<file path="config.mk">
export PLATFORM = sky130hd
export DESIGN_NAME = io_stim_sequencer_flat
export DESIGN_NICKNAME = d
export VERILOG_FILES = /design/src/rtl/io_stim_pkg.sv /design/src/rtl/io_stim_sequencer_if.sv /design/src/rtl/io_stim_sync_edge.sv /design/src/rtl/io_stim_sequencer.sv /design/src/flat_wrapper.sv
export SDC_FILE = /design/constraint.sdc
export NUM_CORES = 1
export LEC_CHECK = 0
export ABC_AREA = 1
export BUFFER_PORTS_ARGS = -buffer_cell sky130_fd_sc_hd__clkbuf_2
export CAP_MARGIN = 15
export CORE_MARGIN = 2
export CORE_UTILIZATION = 50
export CTS_CLUSTER_SIZE = 40
export DETAILED_ROUTE_END_ITERATION = 12
export PLACE_DENSITY_LB_ADDON = 0.12
export SYNTH_ARGS = -nofsm -noshare
export SYNTH_HDL_FRONTEND = slang
export SYNTH_SLANG_ARGS = --single-unit
</file>
<file path="constraint.sdc">
create_clock -name clk -period 2.58 [get_ports clk]
set_input_delay 0.516 -clock clk [delete_from_list [all_inputs] [get_ports clk]]
set_output_delay 0.516 -clock clk [all_outputs]
set_load 0.05 [all_outputs]
</file>
<file path="src/rtl/io_stim_pkg.sv">
// io_stim_pkg: shared types and constants for the io_stim_sequencer slice.
// Holds the FSM state enum, pattern mode codes, config word field offsets,
// the per-mode seed values and the helpers that seed and advance a pattern.
package io_stim_pkg;

   localparam int CFG_W = 24;

   typedef enum logic [1:0] {
      IDLE = 2'd0,
      RUN  = 2'd1,
      DONE = 2'd2
   } state_e;

   localparam logic [3:0] MODE_STATIC = 4'd0;
   localparam logic [3:0] MODE_COUNT  = 4'd1;
   localparam logic [3:0] MODE_WALK   = 4'd2;
   localparam logic [3:0] MODE_TOGGLE = 4'd3;

   localparam int MASK_LSB  = 0;
   localparam int DIV_LSB   = 8;
   localparam int MODE_LSB  = 16;
   localparam int STEPS_LSB = 20;

   localparam logic [7:0] SEED_STATIC = 8'hFF;
   localparam logic [7:0] SEED_COUNT  = 8'h00;
   localparam logic [7:0] SEED_WALK   = 8'h01;
   localparam logic [7:0] SEED_TOGGLE = 8'h55;

   // Starting pattern for a mode; unknown modes fall back to static.
   function automatic logic [7:0] modeSeed(input logic [3:0] mode);
      logic [7:0] seed;
      case (mode)
         MODE_COUNT:  seed = SEED_COUNT;
         MODE_WALK:   seed = SEED_WALK;
         MODE_TOGGLE: seed = SEED_TOGGLE;
         default:     seed = SEED_STATIC;
      endcase
      return seed;
   endfunction

   // Pattern after one step; static and unknown modes hold their value.
   function automatic logic [7:0] modeAdvance(input logic [3:0] mode, input logic [7:0] pat);
      logic [7:0] nxt;
      case (mode)
         MODE_COUNT:  nxt = pat + 8'd1;
         MODE_WALK:   nxt = {pat[6:0], pat[7]};
         MODE_TOGGLE: nxt = ~pat;
         default:     nxt = pat;
      endcase
      return nxt;
   endfunction

endpackage

</file>
<file path="src/rtl/io_stim_sequencer_if.sv">
// io_stim_sequencer_if: serial config pins, run level and pad bank outputs
// of the stimulus sequencer. The master side drives the serial pins and run,
// the slave side (the sequencer) drives the pad values and status flags.
// Optional macro STIM_READBACK_EN adds the rb_dat readback signal.
interface io_stim_sequencer_if;

   logic       ser_clk;
   logic       ser_dat;
   logic       ser_lat;
   logic       run;
   logic [7:0] uio_out;
   logic [7:0] uio_oe;
   logic       busy;
   logic       done;
   logic       err;
`ifdef STIM_READBACK_EN
   logic       rb_dat;
`endif

`ifdef STIM_READBACK_EN
   modport master (output ser_clk, ser_dat, ser_lat, run,
                   input  uio_out, uio_oe, busy, done, err, rb_dat);
   modport slave  (input  ser_clk, ser_dat, ser_lat, run,
                   output uio_out, uio_oe, busy, done, err, rb_dat);
`else
   modport master (output ser_clk, ser_dat, ser_lat, run,
                   input  uio_out, uio_oe, busy, done, err);
   modport slave  (input  ser_clk, ser_dat, ser_lat, run,
                   output uio_out, uio_oe, busy, done, err);
`endif

endinterface

</file>
<file path="src/rtl/io_stim_sync_edge.sv">
// io_stim_sync_edge: two-flop synchroniser for a pin that is asynchronous to
// clk, plus a history flop so a rising edge shows up as a one-cycle pulse.
// The pulse appears two clk edges after the pin rises and is consumed on the
// third, which gives the pin-to-register latency of three cycles.
module io_stim_sync_edge (
   input  logic clk,
   input  logic rst,
   input  logic async_i,
   output logic level_o,
   output logic rise_o
);

   logic [2:0] sync_q;

   // Shift the pin through two metastability flops and one history flop.
   always_ff @(posedge clk or posedge rst) begin
      if (rst) begin
         sync_q <= 3'b000;
      end else begin
         sync_q <= {sync_q[1:0], async_i};
      end
   end

   assign level_o = sync_q[1];
   assign rise_o  = sync_q[1] & ~sync_q[2];

endmodule

</file>
<file path="src/rtl/io_stim_sequencer.sv">
// io_stim_sequencer: drives the bidirectional pad bank of the analog test
// tile. A config word is shifted in serially into a shadow register, latched
// into the active config, then a pattern steps out at divider+1 clocks per
// step for a programmable number of steps (0 = free-run).
// Optional macro STIM_READBACK_EN presents shadow[23] on rb_dat.
module io_stim_sequencer
   import io_stim_pkg::*;
#(
   parameter int DIV_W = 8,
   parameter int CFG_W = io_stim_pkg::CFG_W
) (
   input logic               clk,
   input logic               rst,
   io_stim_sequencer_if.slave bus
);

   logic             datLevel;
   logic             datRise;
   logic             clkLevel;
   logic             clkRise;
   logic             latLevel;
   logic             latRise;

   logic [CFG_W-1:0] shadow_q, shadow_d;
   logic [CFG_W-1:0] cfg_q, cfg_d;
   logic             err_q, err_d;
   state_e           state_q, state_d;
   logic [7:0]       pat_q, pat_d;
   logic [DIV_W-1:0] presc_q, presc_d;
   logic [3:0]       step_q, step_d;

   logic [7:0]       oeMask;
   logic [DIV_W-1:0] divider;
   logic [3:0]       mode;
   logic [3:0]       steps;
   logic             live;

   io_stim_sync_edge uSyncDat (
      .clk     (clk),
      .rst     (rst),
      .async_i (bus.ser_dat),
      .level_o (datLevel),
      .rise_o  (datRise)
   );

   io_stim_sync_edge uSyncClk (
      .clk     (clk),
      .rst     (rst),
      .async_i (bus.ser_clk),
      .level_o (clkLevel),
      .rise_o  (clkRise)
   );

   io_stim_sync_edge uSyncLat (
      .clk     (clk),
      .rst     (rst),
      .async_i (bus.ser_lat),
      .level_o (latLevel),
      .rise_o  (latRise)
   );

   assign oeMask  = cfg_q[MASK_LSB +: 8];
   assign divider = DIV_W'(cfg_q[DIV_LSB +: 8]);
   assign mode    = cfg_q[MODE_LSB +: 4];
   assign steps   = cfg_q[STEPS_LSB +: 4];

   // Serial loader: shift first, then commit, so a latch that lands in the
   // same cycle as a shift captures the new bit. Latching while running is
   // refused and leaves a sticky error that only reset clears.
   always_comb begin
      shadow_d = shadow_q;
      cfg_d    = cfg_q;
      err_d    = err_q;
      if (clkRise) begin
         shadow_d = {shadow_q[CFG_W-2:0], datLevel};
      end
      if (latRise) begin
         if (state_q == RUN) begin
            err_d = 1'b1;
         end else begin
            cfg_d = shadow_d;
         end
      end
   end

   // Sequencer next state: IDLE keeps the seed ready, RUN steps the pattern
   // on prescaler terminal count and finishes on the last step, DONE freezes.
   always_comb begin
      state_d = state_q;
      pat_d   = pat_q;
      presc_d = presc_q;
      step_d  = step_q;
      case (state_q)
         IDLE: begin
            pat_d   = modeSeed(mode);
            presc_d = '0;
            step_d  = 4'd0;
            if (bus.run) begin
               state_d = RUN;
            end
         end
         RUN: begin
            if (!bus.run) begin
               state_d = IDLE;
               presc_d = '0;
               step_d  = 4'd0;
            end else if (presc_q == divider) begin
               presc_d = '0;
               pat_d   = modeAdvance(mode, pat_q);
               step_d  = step_q + 4'd1;
               if ((steps != 4'd0) && (step_d == steps)) begin
                  state_d = DONE;
               end
            end else begin
               presc_d = presc_q + 1'b1;
            end
         end
         DONE: begin
            if (!bus.run) begin
               state_d = IDLE;
            end
         end
         default: begin
            state_d = IDLE;
         end
      endcase
   end

   // Register all loader and sequencer state; reset clears config too.
   always_ff @(posedge clk or posedge rst) begin
      if (rst) begin
         shadow_q <= '0;
         cfg_q    <= '0;
         err_q    <= 1'b0;
         state_q  <= IDLE;
         pat_q    <= 8'h00;
         presc_q  <= '0;
         step_q   <= 4'd0;
      end else begin
         shadow_q <= shadow_d;
         cfg_q    <= cfg_d;
         err_q    <= err_d;
         state_q  <= state_d;
         pat_q    <= pat_d;
         presc_q  <= presc_d;
         step_q   <= step_d;
      end
   end

   assign live        = (state_q != IDLE);
   assign bus.uio_out = live ? (pat_q & oeMask) : 8'h00;
   assign bus.uio_oe  = live ? oeMask : 8'h00;
   assign bus.busy    = (state_q == RUN);
   assign bus.done    = (state_q == DONE);
   assign bus.err     = err_q;
`ifdef STIM_READBACK_EN
   assign bus.rb_dat  = shadow_q[CFG_W-1];
`endif

endmodule
</file>
<file path="src/flat_wrapper.sv">
// flat-port wrapper written by rule: the top's interface ports become plain ports
module io_stim_sequencer_flat import io_stim_pkg::*;
#(
   parameter int DIV_W = 8,
   parameter int CFG_W = io_stim_pkg::CFG_W
)
  (clk, rst, bus_ser_clk, bus_ser_dat, bus_ser_lat, bus_run, bus_uio_out, bus_uio_oe, bus_busy, bus_done, bus_err);
  io_stim_sequencer_if bus_i ();
  input logic clk;
  input logic rst;
  input wire logic [$bits(bus_i.ser_clk)-1:0] bus_ser_clk;
  input wire logic [$bits(bus_i.ser_dat)-1:0] bus_ser_dat;
  input wire logic [$bits(bus_i.ser_lat)-1:0] bus_ser_lat;
  input wire logic [$bits(bus_i.run)-1:0] bus_run;
  output wire logic [$bits(bus_i.uio_out)-1:0] bus_uio_out;
  output wire logic [$bits(bus_i.uio_oe)-1:0] bus_uio_oe;
  output wire logic [$bits(bus_i.busy)-1:0] bus_busy;
  output wire logic [$bits(bus_i.done)-1:0] bus_done;
  output wire logic [$bits(bus_i.err)-1:0] bus_err;
  assign bus_i.ser_clk = bus_ser_clk;
  assign bus_i.ser_dat = bus_ser_dat;
  assign bus_i.ser_lat = bus_ser_lat;
  assign bus_i.run = bus_run;
  assign bus_uio_out = bus_i.uio_out;
  assign bus_uio_oe = bus_i.uio_oe;
  assign bus_busy = bus_i.busy;
  assign bus_done = bus_i.done;
  assign bus_err = bus_i.err;
  io_stim_sequencer #(.DIV_W(DIV_W), .CFG_W(CFG_W)) u_core (.clk(clk), .rst(rst), .bus(bus_i));
endmodule
</file>
# ---- Word-level counts from Yosys, hierarchy flattened
# Index checks and enable logic that the tools add are counted.
dict set report op_classes {
  addsub 3
  n_mul 0
  n_div 0
  magnitude_cmp 0
  n_eq_ne 14
  n_shift 0
  muxes 20
  bitwise 7
  n_reduce_logical 10
}
# operator count
set ops {}
lappend ops {{2-to-1 mux 8 bit} 6}
lappend ops {{case mux 8 bit (3 select lines)} 2}
lappend ops {{case mux 8 bit (2 select lines)} 2}
lappend ops {{2-to-1 mux 24 bit} 1}
lappend ops {{adder 8 x 1 -> 8 bit, second input constant} 2}
lappend ops {{2-to-1 mux 2 bit} 5}
lappend ops {{bitwise AND 8 bit} 1}
lappend ops {{== test 4 x 2 -> 1 bit, second input constant} 2}
lappend ops {{== test 8 bit} 1}
lappend ops {{2-to-1 mux 4 bit} 2}
lappend ops {{NOT 8 bit} 1}
lappend ops {{case mux 4 bit (2 select lines)} 1}
lappend ops {{AND reduction 4 bit} 2}
lappend ops {{!= test 2 bit, second input constant} 3}
lappend ops {{!= test 3 x 2 -> 1 bit, second input constant} 2}
lappend ops {{case mux 2 bit (3 select lines)} 1}
lappend ops {{AND reduction 2 bit} 3}
lappend ops {{adder 4 x 1 -> 4 bit, second input constant} 1}
lappend ops {{== test 4 x 1 -> 1 bit, second input constant} 1}
lappend ops {{== test 4 bit} 1}
lappend ops {{!= test 4 x 1 -> 1 bit, second input constant} 1}
lappend ops {{nonzero test 2 bit} 2}
lappend ops {{nonzero test 4 bit} 1}
lappend ops {{NOT 1 bit} 3}
lappend ops {{6 further kinds} 7}
dict set report totals {
  regBits 79
  latch_bits 0
  ramBits 0
  romBits 0
  in_bits 6
  word_cells 64
  n_memories 0
}

# ---- Longest topological paths before layout
dict set report logic_depth {
  depth_word 7
  ltp_mapped 11
}

# ---- Hierarchy
# Synthesis repeated with hierarchy kept, for this count alone.
dict set report unflattened {
  cells_unflattened 452
  hier_area_um2 3948.8
}
# module instances cells_each area_each_um2
set by_module_without_submodules {}
lappend by_module_without_submodules {io_stim_sequencer 1 434 3682.3}
lappend by_module_without_submodules {io_stim_sync_edge 3 6 88.8}

# ---- Worst setup path before layout
# OpenSTA, ideal clock, no wires.
dict set report synth_path {
  path_type {flip-flop to output port}
  startpoint {register u_core.state_q[1]}
  endpoint {output port bus_uio_out[5]}
  arrival_ns 1.727
  required_ns 2.064
  slack_ns 0.337
  path_stages_with_launch 4
  n_path_buf 1
  path_cell_list {dfrtp_1 > nor2_2 > clkbuf_1 > nor3_1}
}
dict set report synth_via {
  elab_chain_cells 2
}
# element line
set synth_lines {}
lappend synth_lines {{start, declared} io_stim_sequencer.sv:27} ;# state_e state_q, state_d;
lappend synth_lines {{start signal, assigned} io_stim_sequencer.sv:143} ;# state_q <= state_d;
lappend synth_lines {{nonzero test 2 bit} io_stim_sequencer.sv:150} ;# assign live = (state_q != IDLE);
lappend synth_lines {{2-to-1 mux 8 bit} io_stim_sequencer.sv:151} ;# assign bus.uio_out = live ? (pat_q & oeMask) : 8'h00;
lappend synth_lines {{end, declared} flat_wrapper.sv:15} ;# output wire logic [$bits(bus_i.uio_out)-1:0] bus_uio_out;
# No other way between the ends.

# ---- Worst setup path in the final report
# Ends and elaborated chain as after synthesis.

==> flow_summary.json <==
{
  "status": "finished clean",
  "wire_per_inst_um": 12.2,
  "fin_nets": 507,
  "final_cell_area_um2": 4280,
  "synthDistinctLibCells": 26,
  "rsz0062_at_grt": "false",
  "port_buffers": 24,
  "seqPwrFrac_pct": 38.0,
  "path_max_fanout": 17,
  "syn_nets": 478,
  "netSwitchingPower_mw": 2.12,
  "gr-total-overflow": 0,
  "finalSetupViolations": 0,
  "switching_share_pct": 42.9,
  "start_kind": "register",
  "row_count": 31,
  "die_area_um2": 8320,
  "cts_tree": "yes",
  "synthCells": 469,
  "h-tree-depth": 3,
  "clk_pin_slew_ps": 80,
  "gp_congestion": 0.896,
  "ys_seq_area_share_pct": 52.0,
  "ys_seq_elements": 79,
  "clk_path_buf_depth": 2,
  "internal_power_mw": 2.83,
  "combPwrFrac_pct": 40.8,
  "maxSlewHeadroom_pct": 55.3,
  "routed_wl_um": 7370,
  "synth.cell_area_um2": 3800,
  "cp.arrival_ps": 1660,
  "fin_crit_ps": 2180,
  "core_area_um2": 7290,
  "detail-route-antenna-nets": 0,
  "io_pins": 25,
  "ys_warn_count": 0,
  "grt_max_degree": 41,
  "cp_data_required_time_ps": 2060,
  "grt_pass1_vias": 2867,
  "setup.worst_path.class": "reg2out",
  "skew_ps": 7.09,
  "placed_cell_area_um2": 4050,
  "cts_resized": 0,
  "hpwl_um": 5210,
  "drc": 0,
  "drive_above_1_share_pct": 15.3,
  "vias": 2991,
  "power.total_mw": 4.95,
  "ir_worst_vdd_v": 0.000561,
  "die_h_um": 91.2,
  "dieWidth_um": 91.2,
  "cap_violations": 0,
  "grt_use_total_pct": 20.2,
  "grt_pass1_wl_um": 13500,
  "clk_latency_ps": 350,
  "drtIter0Drc": 152,
  "hold_path.class": "in2async",
  "grt_antenna_before_repair": 0,
  "mostFrequentLayoutCells": "nand2_1 (136), dfrtp_1 (79), inv_1 (58)",
  "ctsHoldBuffers": 0,
  "cts.sink_count": 79,
  "start_util_pct": 52.1,
  "diodes": 0,
  "finalHoldViolations": 0,
  "fmax_ghz": 0.459,
  "final_common_cell": "nand2_1",
  "cts_buffers": 9,
  "clkPwrFrac_pct": 21.2,
  "area_delta_synth_final_pct": 12.5,
  "worst_slew_pin_slew_ps": 670,
  "first_pass_iters": 4,
  "powerDensity_nw_per_um2": 1160,
  "cts_root_buf": "clkbuf_8",
  "worst_setup_path_end_kind": "output pin",
  "fin_crit_sh_pct": 84.5,
  "maxSlewViolCount": 0,
  "postCtsSetupRepairBufs": 0,
  "p_leak_nw": 2.13,
  "fin_tns_setup_ps": 0,
  "syn_area_per_cell_um2": 8.11,
  "viasPerCell": 4.97
}
## state kept, by name, indices dropped and copies added, names as in the netlist
| register | flops |
|---|---|
| u_core.bus.err | 1 |
| u_core.pat_q | 8 |
| u_core.presc_q | 8 |
| u_core.uSyncClk.sync_q | 3 |
| u_core.state_q | 2 |
| u_core.uSyncLat.sync_q | 3 |
| u_core.shadow_q | 24 |
| u_core.step_q | 4 |
| u_core.cfg_q | 24 |
| u_core.uSyncDat.sync_q | 2 |
## per-layer routing
| metal | vias up | share of wire (%) | global-route usage (%) |
|---|---|---|---|
| met2 | 50 | 43 | 29.2 |
| li1 | 1539 | - | - |
| met1 | 1391 | 52 | 29.9 |
| met4 | 0 | 1.9 | 8.21 |
| met5 | - | 0 | 0 |
| met3 | 11 | 3.3 | 3.65 |
## worst max-delay path, cell delays in order, from the launching register on
cell	delay, ps
dfrtp_1	430
nor2_2	500
nor3_1	120
clkbuf_2	270
## worst paths after layout
| path | startpoint | end | slack (ps) | cells past startpoint |
|---|---|---|---|---|
| worst min register to register | u_core.uSyncClk.sync_q[0]$_DFF_PP0_ | u_core.uSyncClk.sync_q[1]$_DFF_PP0_ | 350 | 0 |
| worst min-delay path | rst | u_core.shadow_q[12]$_DFF_PP0_ | 220 | 2 |
| min in group clk | bus_ser_clk | u_core.uSyncClk.sync_q[0]$_DFF_PP0_ | 270 | 1 |
| max in group asynchronous | rst | u_core.shadow_q[6]$_DFF_PP0_ | 1680 | 3 |
| worst max-delay path | u_core.state_q[1]$_DFFE_PP0P_ | bus_uio_out[5] | 400 | 3 |
| worst max register to register | u_core.state_q[1]$_DFFE_PP0P_ | u_core.state_q[1]$_DFFE_PP0P_ | 920 | 6 |
## logic make-up (layout without fill, tap and decap cells)
kind of cell    count (synthesis)  after routing  share of synthesized area (%)
mux                            14             14                           4.15
flops                          79             79                           52.0
buf+inv                        76            110                           7.63
simple gates                  236            236                           26.5
compound gates                 55             55                           7.37
xor+xnor                        6              6                           1.38
fa+ha+maj                       3              3                          0.987
## synthesized netlist by cell type
cell type / instances / area share, %
nand3_4: 1 / 0.46
o21ai_0: 45 / 5.9
clkbuf_2: 1 / 0.13
inv_1: 59 / 5.8
and2_1: 1 / 0.16
o21bai_1: 1 / 0.20
o211ai_1: 1 / 0.20
buf_2: 3 / 0.39
nand2_2: 3 / 0.49
ha_1: 3 / 0.99
or2_2: 1 / 0.16
dfrtp_1: 79 / 52
a21oi_1: 8 / 1.1
inv_2: 7 / 0.69
mux2_2: 14 / 4.1
nand3_1: 34 / 4.5
clkbuf_1: 6 / 0.59
nand2_1: 136 / 13
nor3_1: 12 / 1.6
xnor2_1: 1 / 0.23
nand2_4: 1 / 0.30
nor2_4: 2 / 0.59
nor2_2: 3 / 0.49
nand4_1: 3 / 0.49
xor2_1: 5 / 1.2
nor2_1: 39 / 3.8
## metrics by stage
| step | setup slack (ps) | hold WS, ps | instances | util (%) |
|---|---|---|---|---|
| 2_1_floorplan | 40.6 | 331 | 469 | - |
| 3_3_place_gp | 858 | 332 | 586 | 55.5 |
| 3_5_place_dp | 793 | 335 | 586 | 55.5 |
| 4_1_cts | 412 | 243 | 602 | 58.7 |
| 5_1_grt | 281 | 254 | 602 | 58.7 |
| 6_report | 401 | 221 | 602 | 58.7 |
## layout make-up
class	instances	area [um^2]
clock buffers	11	151
clock inverters	5	80.1
fillers	697	3010
inverters	66	249
multi-input cells	314	1540
flip-flops and latches	79	1980
well taps	99	124
repair buffers	28	163
## power by group through the flow
stage / combinational [mW] / sequential [mW] / clock [mW]
2_1_floorplan: 1.64 / 1.81 / 0
3_3_place_gp: 1.99 / 1.89 / 0
3_5_place_dp: 2.02 / 1.90 / 0
4_1_cts: 2.03 / 1.88 / 1.08
5_1_grt: 2.31 / 1.94 / 1.13
6_report: 2.02 / 1.88 / 1.05
(Power assumes the default switching activity.)
